`src/rtl/noc_pkg.sv`:
```
// noc_pkg: shared types, constants and helpers for the NoC traffic PE.
// Holds the pattern-mode encodings, the generator FSM state type, the LFSR
// seed/taps and the packet-field width helpers.
package noc_pkg;

    typedef enum logic [1:0] {
        MODE_UNIFORM  = 2'd0,
        MODE_TORNADO  = 2'd1,
        MODE_BITCOMP  = 2'd2,
        MODE_NEIGHBOR = 2'd3
    } mode_e;

    typedef enum logic [1:0] {
        ST_IDLE = 2'd0,
        ST_SEND = 2'd1,
        ST_GAP  = 2'd2,
        ST_DONE = 2'd3
    } state_e;

    localparam logic [15:0] LFSR_SEED = 16'hACE1;
    // Galois feedback mask for taps 16,14,13,11 (right-shifting form).
    localparam logic [15:0] LFSR_TAPS = 16'hB400;
    localparam int          SEQ_WIDTH = 16;

    function automatic int pkt_width(input int addr_width, input int data_width);
        return addr_width + data_width;
    endfunction

    function automatic logic [15:0] lfsr_step(input logic [15:0] s);
        return s[0] ? ((s >> 1) ^ LFSR_TAPS) : (s >> 1);
    endfunction

endpackage

```
`src/rtl/noc_lfsr.sv`:
```
// noc_lfsr: 16-bit Galois LFSR with enable. Also exposes the next value so
// the caller can use it in the same cycle it advances the register.
module noc_lfsr
    import noc_pkg::*;
#(
    parameter logic [15:0] SEED = LFSR_SEED
) (
    input  logic        clk,
    input  logic        rst,
    input  logic        en,
    output logic [15:0] lfsr,
    output logic [15:0] lfsr_nxt
);

    assign lfsr_nxt = lfsr_step(lfsr);

    // Shift register: reload seed on reset, step only when enabled.
    always_ff @(posedge clk or posedge rst) begin
        if (rst) begin
            lfsr <= SEED;
        end else if (en) begin
            lfsr <= lfsr_nxt;
        end
    end

endmodule

```
`src/rtl/noc_traffic_pe.sv`:
```
// noc_traffic_pe: synthetic traffic generator / sink for a NoC endpoint.
// Injects PKT_LIMIT packets using a selectable destination pattern and counts
// received packets, flagging misrouted ones.
// Optional feature: define NOC_PE_RX_THROTTLE_EN to deassert o_data_ready one
// cycle in four (free-running 2-bit counter).
//
// state | meaning
// IDLE  | waiting for i_start
// SEND  | packet presented on TX, waiting for handshake
// GAP   | counting idle cycles before the next packet
// DONE  | PKT_LIMIT packets sent; absorbing until reset
module noc_traffic_pe
    import noc_pkg::*;
#(
    parameter int          ADDRESS    = 0,
    parameter int          NUM_PE     = 8,
    parameter int          ADDR_WIDTH = $clog2(NUM_PE),
    parameter int          DATA_WIDTH = 32,
    parameter int unsigned PKT_LIMIT  = 100
) (
    input  logic                             clk,
    input  logic                             rst,
    input  logic                             i_start,
    input  logic [1:0]                       i_mode,
    input  logic [7:0]                       i_gap,
    output logic [DATA_WIDTH+ADDR_WIDTH-1:0] o_data,
    output logic                             o_data_valid,
    input  logic                             i_data_ready,
    input  logic [DATA_WIDTH+ADDR_WIDTH-1:0] i_data,
    input  logic                             i_data_valid,
    output logic                             o_data_ready,
    output logic [31:0]                      o_sent_cnt,
    output logic [31:0]                      o_rcvd_cnt,
    output logic [15:0]                      o_err_cnt,
    output logic                             o_done
);

    localparam int PW = pkt_width(ADDR_WIDTH, DATA_WIDTH);
    localparam logic [ADDR_WIDTH-1:0] OWN_ADDR     = ADDR_WIDTH'(ADDRESS);
    localparam logic [ADDR_WIDTH-1:0] TORNADO_ADDR = ADDR_WIDTH'(ADDRESS + NUM_PE / 2 - 1);
    localparam logic [ADDR_WIDTH-1:0] BITCOMP_ADDR = ~OWN_ADDR;
    localparam logic [ADDR_WIDTH-1:0] NEIGH_ADDR   = ADDR_WIDTH'(ADDRESS + 1);
    localparam logic [31:0]           LAST_IDX     = PKT_LIMIT - 1;
    localparam logic [15:0]           SEED         = LFSR_SEED ^ 16'(ADDRESS);

    state_e                state, state_nxt;
    logic                  tx_hs, rx_hs;
    logic                  load_pkt, use_nxt;
    logic [7:0]            gap_q, gap_cnt;
    logic [15:0]           lfsr, lfsr_nxt, pick_lfsr;
    logic [ADDR_WIDTH-1:0] uni_addr, dest_nxt, rx_dest;
    logic [15:0]           seq_nxt;
    logic [PW-1:0]         pkt_nxt;
    logic                  unused_bits;

    assign o_data_valid = (state == ST_SEND);
    assign o_done       = (state == ST_DONE);
    assign tx_hs        = o_data_valid & i_data_ready;
    assign rx_hs        = i_data_valid & o_data_ready;
    assign rx_dest      = i_data[PW-1 -: ADDR_WIDTH];
    assign unused_bits  = ^{pick_lfsr[15:ADDR_WIDTH], i_data[DATA_WIDTH-1:0]};

    noc_lfsr #(.SEED(SEED)) u_lfsr (
        .clk      (clk),
        .rst      (rst),
        .en       (tx_hs),
        .lfsr     (lfsr),
        .lfsr_nxt (lfsr_nxt)
    );

    // FSM state register.
    always_ff @(posedge clk or posedge rst) begin
        if (rst) begin
            state <= ST_IDLE;
        end else begin
            state <= state_nxt;
        end
    end

    // FSM next state; load_pkt marks every SEND entry, use_nxt the entries
    // that coincide with a handshake (LFSR and seq advance on the same edge).
    always_comb begin
        state_nxt = state;
        load_pkt  = 1'b0;
        use_nxt   = 1'b0;
        case (state)
            ST_IDLE: begin
                if (i_start) begin
                    state_nxt = ST_SEND;
                    load_pkt  = 1'b1;
                end
            end
            ST_SEND: begin
                if (tx_hs) begin
                    if (o_sent_cnt == LAST_IDX) begin
                        state_nxt = ST_DONE;
                    end else if (gap_q != 8'd0) begin
                        state_nxt = ST_GAP;
                    end else begin
                        load_pkt = 1'b1;
                        use_nxt  = 1'b1;
                    end
                end
            end
            ST_GAP: begin
                if (gap_cnt == 8'd1) begin
                    state_nxt = ST_SEND;
                    load_pkt  = 1'b1;
                end
            end
            ST_DONE: state_nxt = ST_DONE;
            default: state_nxt = ST_IDLE;
        endcase
    end

    // Destination and payload for the packet about to be presented.
    always_comb begin
        pick_lfsr = use_nxt ? lfsr_nxt : lfsr;
        uni_addr  = pick_lfsr[ADDR_WIDTH-1:0];
        if (uni_addr == OWN_ADDR) begin
            uni_addr = uni_addr + ADDR_WIDTH'(1);
        end
        dest_nxt = uni_addr;
        case (mode_e'(i_mode))
            MODE_TORNADO:  dest_nxt = TORNADO_ADDR;
            MODE_BITCOMP:  dest_nxt = BITCOMP_ADDR;
            MODE_NEIGHBOR: dest_nxt = NEIGH_ADDR;
            default:       dest_nxt = uni_addr;
        endcase
        seq_nxt = use_nxt ? 16'(o_sent_cnt + 32'd1) : o_sent_cnt[15:0];
        pkt_nxt = '0;
        pkt_nxt[PW-1 -: ADDR_WIDTH]         = dest_nxt;
        pkt_nxt[DATA_WIDTH-1 -: ADDR_WIDTH] = OWN_ADDR;
        pkt_nxt[SEQ_WIDTH-1:0]              = seq_nxt;
    end

    // Packet register and gap sample, both captured only at SEND entry.
    always_ff @(posedge clk or posedge rst) begin
        if (rst) begin
            o_data <= '0;
            gap_q  <= '0;
        end else if (load_pkt) begin
            o_data <= pkt_nxt;
            gap_q  <= i_gap;
        end
    end

    // Idle-gap down-counter; SEND resumes on the terminal count of 1.
    always_ff @(posedge clk or posedge rst) begin
        if (rst) begin
            gap_cnt <= '0;
        end else if (state == ST_SEND && state_nxt == ST_GAP) begin
            gap_cnt <= gap_q;
        end else if (state == ST_GAP) begin
            gap_cnt <= gap_cnt - 8'd1;
        end
    end

    // Traffic counters; TX and RX are independent and may count together.
    always_ff @(posedge clk or posedge rst) begin
        if (rst) begin
            o_sent_cnt <= '0;
            o_rcvd_cnt <= '0;
            o_err_cnt  <= '0;
        end else begin
            if (tx_hs) begin
                o_sent_cnt <= o_sent_cnt + 32'd1;
            end
            if (rx_hs) begin
                o_rcvd_cnt <= o_rcvd_cnt + 32'd1;
            end
            if (rx_hs && rx_dest != OWN_ADDR && o_err_cnt != 16'hFFFF) begin
                o_err_cnt <= o_err_cnt + 16'd1;
            end
        end
    end

`ifdef NOC_PE_RX_THROTTLE_EN
    logic [1:0] thr_cnt;

    // RX ready drops for the cycle in which the free-running count reads 3.
    always_ff @(posedge clk or posedge rst) begin
        if (rst) begin
            thr_cnt      <= '0;
            o_data_ready <= 1'b0;
        end else begin
            thr_cnt      <= thr_cnt + 2'd1;
            o_data_ready <= (thr_cnt != 2'd2);
        end
    end
`else
    // RX always ready once out of reset.
    always_ff @(posedge clk or posedge rst) begin
        if (rst) begin
            o_data_ready <= 1'b0;
        end else begin
            o_data_ready <= 1'b1;
        end
    end
`endif

endmodule

```
`config.mk`:
```
export PLATFORM = sky130hd
export DESIGN_NAME = noc_traffic_pe
export DESIGN_NICKNAME = d
export VERILOG_FILES = /design/src/rtl/noc_pkg.sv /design/src/rtl/noc_lfsr.sv /design/src/rtl/noc_traffic_pe.sv
export SDC_FILE = /design/constraint.sdc
export NUM_CORES = 1
export LEC_CHECK = 0
export ABC_CLOCK_PERIOD_IN_PS = 4110
export CORE_AREA = 3 3 126 128
export CTS_CLUSTER_SIZE = 16
export DETAILED_ROUTE_END_ITERATION = 10
export DIE_AREA = 0 0 129 131
export PLACE_DENSITY_LB_ADDON = 0.08
export SKIP_LAST_GASP = 1
export SYNTH_ARGS = -nofsm -noshare
export SYNTH_HDL_FRONTEND = slang
export SYNTH_SLANG_ARGS = --single-unit
```
`constraint.sdc`:
```
create_clock -name clk -period 4.11 [get_ports clk]
set_input_delay 0.822 -clock clk [delete_from_list [all_inputs] [get_ports clk]]
set_output_delay 0.822 -clock clk [all_outputs]
set_load 0.01 [all_outputs]
```
==> flow_summary_export.csv, run 1 <==
group,metric,value,unit
setup_path,crit_chain,"clkdlybuf4s50_1 -> nand3b_1 -> buf_4 -> nor4_2 -> nand3b_1 -> nor2b_1 -> xor2_1",
clock_tree,cts_buffers,17,
drt,drtIter0Drc,302,
place,port_buffers,119,
setup_path,crit_path_start_kind,"input pin",
logic_synthesis,synth_seq_area_share,52.09,%
setup_path,end_kind,"register",
logic_synthesis,async_flop_share,100.0,%
place,dp_hpwl,10690,um
drt,dr.pass1.iters,4,
logic_synthesis,syn_area_per_cell,10.36,um^2
global_routing,overflow,0,
clock_tree,cts_sinks,134,
setup_path,required,4450,ps
power,p_per_area,517.3,nW/um^2
sta,skew,10.39,ps
drt,via_per_inst,5.174,
clock_tree,cts_root_buf,"clkbuf_16",
sta,tightest_slew,777.6,ps
die,die_x,129,um
global_routing,antenna_found_initial,0,
setup_path,crit_top_cell,"nand3b_1",
layout,n_fill_cell,1343,
logic_synthesis,netlist_top_cells_area,"dfrtp_1, xnor2_1, nand2_1",
global_routing,grt_start_max_net_pins,63,
logic_synthesis,synth_ff_type,"dfrtp_1",
die,initial_core_util,43.11,%
layout,finalCoreUtilization,55.81,%
setup_path,worstSetupPathType,"in -> reg",
power,p_leak,3.662,nW
logic_synthesis,synth_area,6456,um^2
setup_path,cp_slowest_stage_delay,650,ps
clock_tree,h-tree-depth,4,
logic_synthesis,synth_seq_cells,134,
die,rows,45,
drt,drt-wirelength-per-cell,15.95,um
setup_path,crit_slowest_cell,"nor4_2",
global_routing,grt_pass1_vias,4844,
layout,finish.instance_area,8358,um^2
layout,drive_gt1_share,9.404,%
power,power,0.004323,W
power,vdd_ir_drop_max,0.0003053,V
hold_path,holdPathStages,2,
clock_tree,clock_path_buffers,2,
drt,route.detailed.drc,0,
sta,drv_slew,0,
sta,fmax,363.5,MHz
drt,wirelength,15040,um
logic_synthesis,yosysMostFrequentCell,"dfrtp_1",
sta,slew_headroom,48.05,%
setup_path,critPathBufInv,2,
global_routing,grt_first_pass_wirelength,25010,um
place,dpl_cell_area,7761,um^2
logic_synthesis,ys_types,57,
clock_tree,path_clk_slew,50,ps
sta,rsz0062_at_grt,"no",
logic_synthesis,synth_edf_count,0,
die,die_y,131,um
setup_path,arrival,3090,ps
logic_synthesis,ys_warn_count,0,
clock_tree,insertion_delay,410,ps
drt,ant_nets,0,
sta,period_share,66.93,%
global_routing,grt_use_total,18.70,%
layout,nNetsFinal,799,
clock_tree,post-cts-setup-buffers,0,
sta,setup_viol,0,
sta,holdWs,451.8,ps
layout,n_antenna_cell,0,
die,core,14980,um^2
outcome,outcome,"completed",
logic_synthesis,synthCells,623,
sta,min_period,2751,ps
setup_path,crit_cells,7,
setup_path,critPathTopFamily,"simple AND/OR/NAND/NOR gates",
clock_tree,cts_tree,"done",
die,ios,168,
sta,setup_tns,0,ps
hold_path,hp-class,"reg -> reg",
logic_synthesis,synth_common_cells,"dfrtp_1, nand2_1, xnor2_1",
clock_tree,post_cts_resized,0,
clock_tree,ctsHoldBuffers,0,
die,dieArea,16900,um^2
logic_synthesis,synth_top_cell_area_share,48.84,%
setup_path,path_max_fanout,21,
drt,vias,4879,
sta,hold_viol_final,0,
layout,synthToLayoutAreaGrowth,29.46,%
place,gp_congestion,0.8181,
setup_path,reg2reg_depth,6,
run,cap_violations,0,
logic_synthesis,synth_area_leader_cell,"dfrtp_1",
-- layout make-up --
cell class              instances  area (um^2)  share of cell area (%)
clock buffers                  24        501.7                   6.003
multi-input cells             447         2846                   34.06
repair buffers                125         1249                   14.94
flip-flops and latches        134         3363                   40.24
clock inverters                 8        95.09                   1.138
inverters                      17        67.56                  0.8084
well taps                     188        235.2                   2.814
-- worst register-to-register path, cell delays in order, from the launching register on --
cell and delay (ps):
dfrtp_1 530, ha_1 310, nand4b_1 170, and4b_1 340
a21o_1 590, nand2_4 280, mux2_4 380
-- registers in the layout (all words and copies together), names as in the netlist --
| signal | count |
|---|---|
| o_data | 19 |
| state | 2 |
| gap_cnt | 8 |
| o_rcvd_cnt | 32 |
| gap_q | 8 |
| o_sent_cnt | 32 |
| o_err_cnt | 16 |
| o_data_ready | 1 |
| u_lfsr.lfsr | 16 |
-- cell usage in the layout (no fill, tap or decap), types with 17 or more instances in the layout --
master / n
xor2_1: 34
and3_1: 17
clkdlybuf4s50_1: 119
dfrtp_1: 126
conb_1: 17
xnor2_1: 55
nand2_1: 87
nand3_1: 33
nor2_1: 37
clkbuf_16: 17
o21ai_0: 22
-- worst paths after layout --
kind,end,start,slack [ps]
setup reg to reg,gap_q[0],o_sent_cnt[0],1390
min in group asynchronous,o_rcvd_cnt[9],rst,890
max in group asynchronous,u_lfsr.lfsr[15],rst,2240
hold reg to reg,u_lfsr.lfsr[6],u_lfsr.lfsr[7],450
setup / recovery,o_sent_cnt[28],i_data_ready,1360
hold / removal,u_lfsr.lfsr[6],u_lfsr.lfsr[7],450
-- where the power goes --
part	leakage (nW)	total, W	switching [W]	internal [W]
sequential	1.73	0.00189	0.000279	0.00161
clock	0.292	0.00152	0.000548	0.000970
combinational	1.64	0.000915	0.000382	0.000534
-- kinds of logic after synthesis --
| kind of cell | after synthesis | share of synthesized area [%] |
|---|---|---|
| and+or+nand+nor | 257 | 20.50 |
| DFF | 134 | 52.09 |
| xor gates and xnor gates | 89 | 12.07 |
| AOI/OAI and AO/OA | 66 | 7.074 |
| buffers and inverters | 57 | 4.690 |
| muxes | 11 | 2.093 |
| adders and majority gates | 7 | 1.357 |
| other | 2 | 0.1163 |
-- metal layers --
layer	global-route usage, %	share of wire [%]	vias to the layer above
met2	28.87	48	94
met1	25.55	46	2415
met5	0	0	-
met3	6.341	4.8	11
met4	4.632	0.84	0
li1	-	-	2359
-- metrics by stage --
stage / setup WS [ps] / std cells
5_1_grt: 1118 / 943
3_3_place_gp: 979.5 / 911
6_report: 1359 / 943
4_1_cts: 1365 / 943
2_1_floorplan: 1629 / 638
3_5_place_dp: 941.3 / 911
Power figures use the tool's default switching activity.
==> run 2, diff against run 1 <==
--- a/config.mk
+++ b/config.mk
@@ -5,7 +5,7 @@
 export SDC_FILE = /design/constraint.sdc
 export NUM_CORES = 1
 export LEC_CHECK = 0
-export ABC_CLOCK_PERIOD_IN_PS = 4110
+export ABC_CLOCK_PERIOD_IN_PS = 2500
 export CORE_AREA = 3 3 126 128
 export CTS_CLUSTER_SIZE = 16
 export DETAILED_ROUTE_END_ITERATION = 10
==> constraint.sdc (replaced) <==
create_clock -name clk -period 2.5 [get_ports clk]
set_input_delay 0.5 -clock clk [delete_from_list [all_inputs] [get_ports clk]]
set_output_delay 0.5 -clock clk [all_outputs]
set_load 0.01 [all_outputs]
==> run 2 against run 1 <==
Net effect:
- count of clock-buffer cells in the layout is 1 lower
- sequential power is 62% higher
- global-route usage is 0.27 points higher
- flip-flop and latch count stayed put
- largest power group unchanged
==> flow_summary_export.csv, run 2 (synthesis results as in run 1) <==
group,metric,value,unit
power,p_per_area,839.0,nW/um^2
sta,slew_headroom,58.22,%
power,vdd_ir_drop_max,0.0006418,V
die,core,14980,um^2
run,cap_violations,0,
sta,min_period,2230,ps
setup_path,critical_path.endpoint,"o_data[11]",
setup_path,end_kind,"register",
drt,ant_nets,0,
die,die_y,131,um
layout,nNetsFinal,829,
layout,n_antenna_cell,0,
sta,period_share,89.18,%
drt,route.detailed.drc,0,
global_routing,grt_use_total,18.97,%
sta,skew,7.231,ps
layout,synthToLayoutAreaGrowth,33.24,%
drt,via_per_inst,5.124,
clock_tree,cts_buffers,17,
power,p_leak,3.820,nW
layout,drive_gt1_share,12.74,%
sta,tightest_slew,620.9,ps
setup_path,worstSetupPathType,"reg -> reg",
setup_path,required,2800,ps
die,rows,45,
place,dp_hpwl,11080,um
sta,drv_slew,0,
setup_path,critPathTopFamily,"simple AND/OR/NAND/NOR gates",
layout,regArea,3363,um^2
layout,final_cell_mix,"dfrtp_1, clkdlybuf4s50_1, nand2_1, xnor2_1, nor2_1",
hold_path,hp-start,"u_lfsr.lfsr[6]",
layout,reg.largest.list,"o_rcvd_cnt x32, o_sent_cnt x32, o_data x19",
clock_tree,insertion_delay,420,ps
drt,drtIter0Drc,269,
layout,final_common_cell,"dfrtp_1",
clock_tree,cts_tree,"done",
setup_path,reg2reg_depth,6,
setup_path,r2r-start,"o_sent_cnt[24]",
global_routing,antenna_found_initial,0,
place,port_buffers,119,
clock_tree,post-cts-setup-buffers,0,
sta,setup_viol,0,
global_routing,grt_pass1_vias,4914,
setup_path,crit_slowest_cell,"nor4_1",
clock_tree,ctsHoldBuffers,0,
clock_tree,cts_root_buf,"clkbuf_16",
setup_path,crit_path_start_kind,"register",
setup_path,arrival,2530,ps
clock_tree,post_cts_resized,0,
sta,holdWs,450.7,ps
setup_path,r2r_end,"o_data[11]",
sta,rsz0062_at_grt,"no",
drt,wirelength,15380,um
setup_path,cp_slowest_stage_delay,470,ps
setup_path,crit_cells,6,
drt,dr.pass1.iters,6,
drt,drt-wirelength-per-cell,15.81,um
clock_tree,h-tree-depth,4,
hold_path,hp-class,"reg -> reg",
clock_tree,clock_path_buffers,2,
die,initial_core_util,43.11,%
die,ios,168,
global_routing,overflow,0,
setup_path,critPathBufInv,1,
clock_tree,cts_sinks,134,
setup_path,crit_chain,"nor4_1 -> and4_1 -> a21o_1 -> nand2_4 -> buf_4 -> o221a_2",
setup_path,reg2reg_slack,270,ps
layout,n_fill_cell,1323,
sta,fmax,448.5,MHz
die,dieArea,16900,um^2
drt,vias,4986,
sta,hold_viol_final,0,
global_routing,grt_start_max_net_pins,79,
sta,setup_tns,0,ps
clock_tree,path_clk_slew,60,ps
global_routing,grt_first_pass_wirelength,25140,um
die,die_x,129,um
place,gp_congestion,0.8286,
setup_path,path_max_fanout,9,
layout,multi_input_area,2846,um^2
setup_path,crit_path_start,"o_sent_cnt[24]",
outcome,outcome,"completed",
[run 2: layout make-up]
class                      instances  area share [%]
clock buffer                      23           5.556
clock inverter                     9           1.455
inverter                          17          0.7855
multi-input combinational        447           33.09
sequential                       134           39.10
tap                              188           2.735
timing repair buffer             155           17.28
[run 2: through the flow]
stage               worst slack (ps)  cells  area [um^2]  total power [W]  utilization [%]
floorplan                      341.4    638         6516         0.003945                -
global placement               52.45    941         7999         0.004657            53.41
detailed placement             45.60    941         7999         0.004709            53.41
CTS                            238.6    973         8602         0.007289            57.44
global route                   142.9    973         8602         0.007649            57.44
finish                         270.5    973         8602         0.007217            57.44
[run 2: where the power goes]
group	switching, W	internal (W)	leakage [nW]	total [W]
Combinational	0.000680	0.000915	1.80	0.00159
Sequential	0.000425	0.00265	1.73	0.00307
Clock	0.000909	0.00164	0.293	0.00255
[run 2: worst min-delay path by stage]
stage,endpoint,slack (ps),cells after the start
2_1_floorplan,u_lfsr.lfsr[5],430,2
3_3_place_gp,u_lfsr.lfsr[5],440,2
3_5_place_dp,u_lfsr.lfsr[5],440,2
4_1_cts,u_lfsr.lfsr[6],450,2
5_1_grt,u_lfsr.lfsr[6],470,2
6_report,u_lfsr.lfsr[5],450,2
[run 2: routing by layer]
metal / share of wire (%) / vias to the layer above / track usage, %
met4: 1.0 / 0 / 6.053
li1: - / 2418 / -
met2: 47 / 113 / 29.09
met5: 0 / - / 0
met3: 5.5 / 17 / 6.220
met1: 46 / 2438 / 25.66
[run 2: worst reg2reg max path: stages, from the launching register on]
cell	delay (ps)
dfrtp_1	430
nor4_1	470
and4_1	320
a21o_1	270
nand2_4	140
buf_4	210
o221a_2	270
